### src/rtl/dmem_pkg.sv
// Shared types and constants for the data-memory port arbiter.
package dmem_pkg;

  localparam int ADDR_W = 3;
  localparam int DATA_W = 32;
  localparam int CNT_W  = 4;

  typedef enum logic {
    PORT_CORE = 1'b0,
    PORT_LOAD = 1'b1
  } port_e;

  typedef enum logic {
    RSP_IDLE   = 1'b0,
    RSP_ACTIVE = 1'b1
  } rsp_state_e;

endpackage

### src/rtl/dmem_starve_ctr.sv
// Saturating count of consecutive cycles the loader port lost arbitration.
module dmem_starve_ctr #(
  parameter int unsigned MAX_WAIT = 4,
  parameter int          CNT_W    = dmem_pkg::CNT_W
) (
  input  logic clk,
  input  logic rst,
  input  logic inc_i,
  input  logic clr_i,
  output logic at_limit_o
);

  localparam logic [CNT_W-1:0] LIMIT = CNT_W'(MAX_WAIT);

  logic [CNT_W-1:0] cnt_q;
  logic [CNT_W-1:0] cnt_d;

  always_comb begin
    cnt_d = cnt_q;
    if (clr_i) begin
      cnt_d = '0;
    end else if (inc_i && (cnt_q != LIMIT)) begin
      cnt_d = cnt_q + 1'b1;
    end
  end

  always_ff @(posedge clk or posedge rst) begin
    if (rst) begin
      cnt_q <= '0;
    end else begin
      cnt_q <= cnt_d;
    end
  end

  assign at_limit_o = (cnt_q == LIMIT);

endmodule

### src/rtl/dmem_port_arbiter.sv
// Two-port arbiter for a single-ported data memory with one-cycle read
// responses and a bounded-wait guarantee for the loader port.
module dmem_port_arbiter
  import dmem_pkg::*;
#(
  parameter int          ADDR_W   = dmem_pkg::ADDR_W,
  parameter int          DATA_W   = dmem_pkg::DATA_W,
  parameter int unsigned MAX_WAIT = 4
) (
  input  logic              clk,
  input  logic              rst,
  input  logic              req0_valid,
  input  logic              req0_we,
  input  logic [ADDR_W-1:0] req0_addr,
  input  logic [DATA_W-1:0] req0_wdata,
  output logic              req0_ready,
  input  logic              req1_valid,
  input  logic              req1_we,
  input  logic [ADDR_W-1:0] req1_addr,
  input  logic [DATA_W-1:0] req1_wdata,
  output logic              req1_ready,
  output logic              rsp0_valid,
  output logic [DATA_W-1:0] rsp0_rdata,
  output logic              rsp1_valid,
  output logic [DATA_W-1:0] rsp1_rdata,
  output logic              mem_re,
  output logic              mem_we,
  output logic [ADDR_W-1:0] mem_addr,
  output logic [DATA_W-1:0] mem_wdata,
  input  logic [DATA_W-1:0] mem_rdata
);

  logic gnt0;
  logic gnt1;
  logic accept;
  logic at_limit;

  rsp_state_e state_q, state_d;
  port_e      owner_q, owner_d;
  logic       was_read_q, was_read_d;

  // Loader wins when the core is idle or once it has waited MAX_WAIT cycles.
  always_comb begin
    gnt1   = !rst && req1_valid && (!req0_valid || at_limit);
    gnt0   = !rst && req0_valid && !gnt1;
    accept = gnt0 || gnt1;
  end

  assign req0_ready = gnt0;
  assign req1_ready = gnt1;

  dmem_starve_ctr #(
    .MAX_WAIT (MAX_WAIT),
    .CNT_W    (CNT_W)
  ) u_starve (
    .clk        (clk),
    .rst        (rst),
    .inc_i      (req1_valid && gnt0),
    .clr_i      (!req1_valid || gnt1),
    .at_limit_o (at_limit)
  );

  always_comb begin
    mem_re    = 1'b0;
    mem_we    = 1'b0;
    mem_addr  = '0;
    mem_wdata = '0;
    if (gnt1) begin
      mem_re    = !req1_we;
      mem_we    = req1_we;
      mem_addr  = req1_addr;
      mem_wdata = req1_wdata;
    end else if (gnt0) begin
      mem_re    = !req0_we;
      mem_we    = req0_we;
      mem_addr  = req0_addr;
      mem_wdata = req0_wdata;
    end
  end

  always_comb begin
    state_d    = RSP_IDLE;
    owner_d    = owner_q;
    was_read_d = was_read_q;
    if (accept) begin
      state_d    = RSP_ACTIVE;
      owner_d    = gnt1 ? PORT_LOAD : PORT_CORE;
      was_read_d = gnt1 ? !req1_we : !req0_we;
    end
  end

  always_ff @(posedge clk or posedge rst) begin
    if (rst) begin
      state_q    <= RSP_IDLE;
      owner_q    <= PORT_CORE;
      was_read_q <= 1'b0;
    end else begin
      state_q    <= state_d;
      owner_q    <= owner_d;
      was_read_q <= was_read_d;
    end
  end

  always_comb begin
    rsp0_valid = 1'b0;
    rsp1_valid = 1'b0;
    rsp0_rdata = '0;
    rsp1_rdata = '0;
    if (state_q == RSP_ACTIVE) begin
      if (owner_q == PORT_LOAD) begin
        rsp1_valid = 1'b1;
        rsp1_rdata = was_read_q ? mem_rdata : '0;
      end else begin
        rsp0_valid = 1'b1;
        rsp0_rdata = was_read_q ? mem_rdata : '0;
      end
    end
  end

endmodule
### config.mk
export PLATFORM = sky130hd
export DESIGN_NAME = dmem_port_arbiter
export DESIGN_NICKNAME = d
export VERILOG_FILES = /design/src/rtl/dmem_pkg.sv /design/src/rtl/dmem_starve_ctr.sv /design/src/rtl/dmem_port_arbiter.sv
export SDC_FILE = /design/constraint.sdc
export NUM_CORES = 1
export LEC_CHECK = 0
export ABC_AREA = 0
export CAP_MARGIN = 20
export CORE_AREA = 2 2 82 84
export CTS_BUF_LIST = sky130_fd_sc_hd__clkbuf_8
export CTS_CLUSTER_SIZE = 8
export DETAILED_ROUTE_END_ITERATION = 10
export DIE_AREA = 0 0 84 86
export PLACE_DENSITY = 0.79
export SLEW_MARGIN = 0
export SYNTH_ARGS = -nofsm -noshare
export SYNTH_HDL_FRONTEND = slang
export SYNTH_SLANG_ARGS = --single-unit
### constraint.sdc
create_clock -name clk -period 1.7 [get_ports clk]
set_clock_uncertainty 0.1 [all_clocks]
set_input_delay 0.17 -clock clk [delete_from_list [all_inputs] [get_ports clk]]
set_output_delay 0.17 -clock clk [all_outputs]
set_load 0.005 [all_outputs]
==> impl_metrics.py <==
metrics = {
    "job": {
        "maxCapViolCount": 0,
    },
    "worst_hold_path": {
        "min_path_type": "input pin to asynchronous set/reset pin",
    },
    "power_and_ir_drop": {
        "p_leak_nw": 2.133,
        "p_per_area_nw_per_um2": 343.1,
        "irDropWorstVdd_mv": 0.2289,
    },
    "synthesis": {
        "yosys_warnings": 0,
        "ys_top_cells_by_area": "a22o_1 (27%), nor2_1 (20%), dfrtp_1 (15%), nand2_1 (11%), inv_1 (3.5%)",
        "synth_area_per_cell_um2": 5.959,
        "yosysTopAreaCellShare_pct": 27.47,
        "synth.ff_latch_count": 7,
        "yosysTopAreaCell": "a22o_1",
        "syn_area_um2": 1180,
        "synthDistinctLibCells": 26,
        "postSynthNetCount": 308,
        "seq_area_frac_synth_pct": 14.85,
        "netlist_instances": 198,
    },
    "clock_network": {
        "clock_latency_ps": 240,
        "cts_max_level": 1,
        "clock_sinks": 7,
        "cts.clk_slew.worst_paths_ps": 50,
        "cts_tree": "done",
        "cts_made_buffers": 3,
        "cts.path.max_buffers": 2,
        "root_buffer": "clkbuf_8",
    },
    "drt": {
        "drc": 0,
        "antenna_left": 0,
        "via_per_inst": 4.774,
        "routed_wl_um": 8470,
        "first_pass_iters": 6,
        "wl_per_cell_um": 16.10,
        "drt_iter0_markers": 87,
        "num_vias": 2511,
    },
    "run_status": {
        "violations": "negative setup slack",
        "status": "finished with violations",
    },
    "placement": {
        "io_buffer_count": 212,
        "place.gp.congestion": 0.7741,
        "placed_area_um2": 3492,
        "hpwl_um": 5988,
    },
    "timing": {
        "final_hold_viol_count": 0,
        "max_freq_mhz": 457.6,
        "slew_violations": 0,
        "setup_viol": 40,
        "finalCritPeriodShare_pct": 128.5,
        "setup_slack_ps": -485.2,
        "fin_setup_tns_ps": -17040,
        "tightest_slew_ps": 249.2,
        "rsz0062_at_grt": "true",
        "period_minus_slack_ps": 2185,
        "relSlewSlack_pct": 83.34,
    },
    "die": {
        "initial_core_util_pct": 18.80,
        "fp-row-count": 29,
        "die_h_um": 86,
        "core_um2": 6277,
        "io_pins": 213,
        "dieArea_um2": 7224,
        "die_x_um": 84,
    },
    "finish": {
        "drive_gt1_share_pct": 26.06,
        "n_antenna_cell": 0,
        "final_cell_area_um2": 3919,
        "area_delta_synth_final_pct": 232.1,
        "nNetsFinal": 560,
    },
    "worst_setup_path": {
        "end_kind": "primary output",
        "startpoint_type": "register",
        "crit_fanout": 5,
        "crit_arrival_ps": 1920,
        "crit_type": "register to primary output",
        "critPathRequiredTime_ps": 1430,
    },
    "global_route": {
        "grt_pass1_wl_um": 12410,
        "grt_overflow": 0,
        "track_usage_pct": 21.41,
        "grt_pass1_vias": 2502,
        "antenna_found_initial": 0,
        "grt_max_degree": 34,
    },
}
cells by family after synthesis:
family,synth area share [%]
compound gates,33.72
simple gates,37.54
fa+ha+maj,2.121
flops,14.85
buf+inv,11.77
flip-flops by register name, summed over array words and instances, names as in the netlist:
| name | count |
|---|---|
| owner_q | 1 |
| state_q | 1 |
| u_starve.cnt_q | 4 |
| was_read_q | 1 |
worst max-delay path, cell delays in order (launching register included):
cell,delay (ps)
dfrtp_1,390
inv_2,90
ha_4,130
nand3b_1,180
o211a_4,330
buf_4,150
buf_6,120
a22o_1,180
clkbuf_2,110
routing by layer:
metal / GRT usage, % / wire (µm)
met5: 0 / 0
met4: 9.531 / 179
met3: 5.871 / 739
met2: 39.71 / 4499
met1: 22.66 / 3052
Yosys cell counts (all sizes together):
master and instances:
nand3 3, nand4 2, a22o 37, or4 1, nor2 64, nand3b 1, o31ai 1, ha 2
o21bai 1, o211a 1, buf 10, a221o 1, dfrtp 7, o21ai 1, and2 1, a221oi 1
nand2b 2, o211ai 1, or3 1, a21oi 2, clkbuf 10, a21o 1, inv 11, nand2 36
layout by cell type (no fill, tap or decap), drive strengths merged, types with 3 or more instances in the layout:
cell type,count
a22o,37
nand2,36
clkdlybuf4s50,107
nand3,3
inv,12
dlymetal6s2s,11
dlygate4sd2,48
clkdlybuf4s15,13
clkbuf,27
dfrtp,7
nor2,64
buf,63
power by group:
group | internal, W | switching [W] | leakage, nW | total (W)
combinational | 0.000578 | 0.000340 | 2.01 | 0.000917
sequential | 0.000177 | 0.00000698 | 0.0915 | 0.000184
clock | 0.000157 | 0.0000862 | 0.0269 | 0.000243
path summary, 6_finish.rpt:
kind | from | endpoint | slack, ps | depth (start not counted)
max reg2reg | u_starve.cnt_q[0] | was_read_q | -330 | 8
min in group clk | u_starve.cnt_q[3] | u_starve.cnt_q[3] | 480 | 2
max in group asynchronous | rst | was_read_q | 1100 | 3
min | rst | u_starve.cnt_q[2] | 250 | 3
min reg2reg | u_starve.cnt_q[3] | u_starve.cnt_q[3] | 480 | 2
max | u_starve.cnt_q[0] | mem_wdata[29] | -490 | 8
timing repair:
item,4_1_cts,5_1_grt
buffers inserted,16,14
hold buffers,0,0
pin swaps,2,9
gates resized for setup,141,100
setup endpoints to repair,105,91
cloned,6,2
cell type report:
class | instances | area [µm²]
multi-input cells | 160 | 977.2
fillers | 566 | 2359
clock inverters | 1 | 3.754
well taps | 77 | 96.34
flip-flops and latches | 7 | 176.4
clock buffers | 3 | 41.29
inverters | 11 | 41.29
repair buffers | 267 | 2582
stage by stage:
stage | setup WS, ps | total power [W] | util, % | std cells | hold WS [ps]
final | -485.2 | 0.001345 | 62.43 | 526 | 245.4
after global routing | -538.0 | 0.001420 | 62.43 | 526 | 268.3
after CTS | -682.3 | 0.001307 | 59.90 | 513 | 225.6
after detailed placement | -451.0 | 0.0009472 | 55.63 | 487 | 394.1
after global placement | -433.6 | 0.0009406 | 55.63 | 487 | 387.9
after floorplan | 31.43 | 0.0004137 | - | 198 | 47.03
No activity file was read; power rests on OpenSTA's default activity.
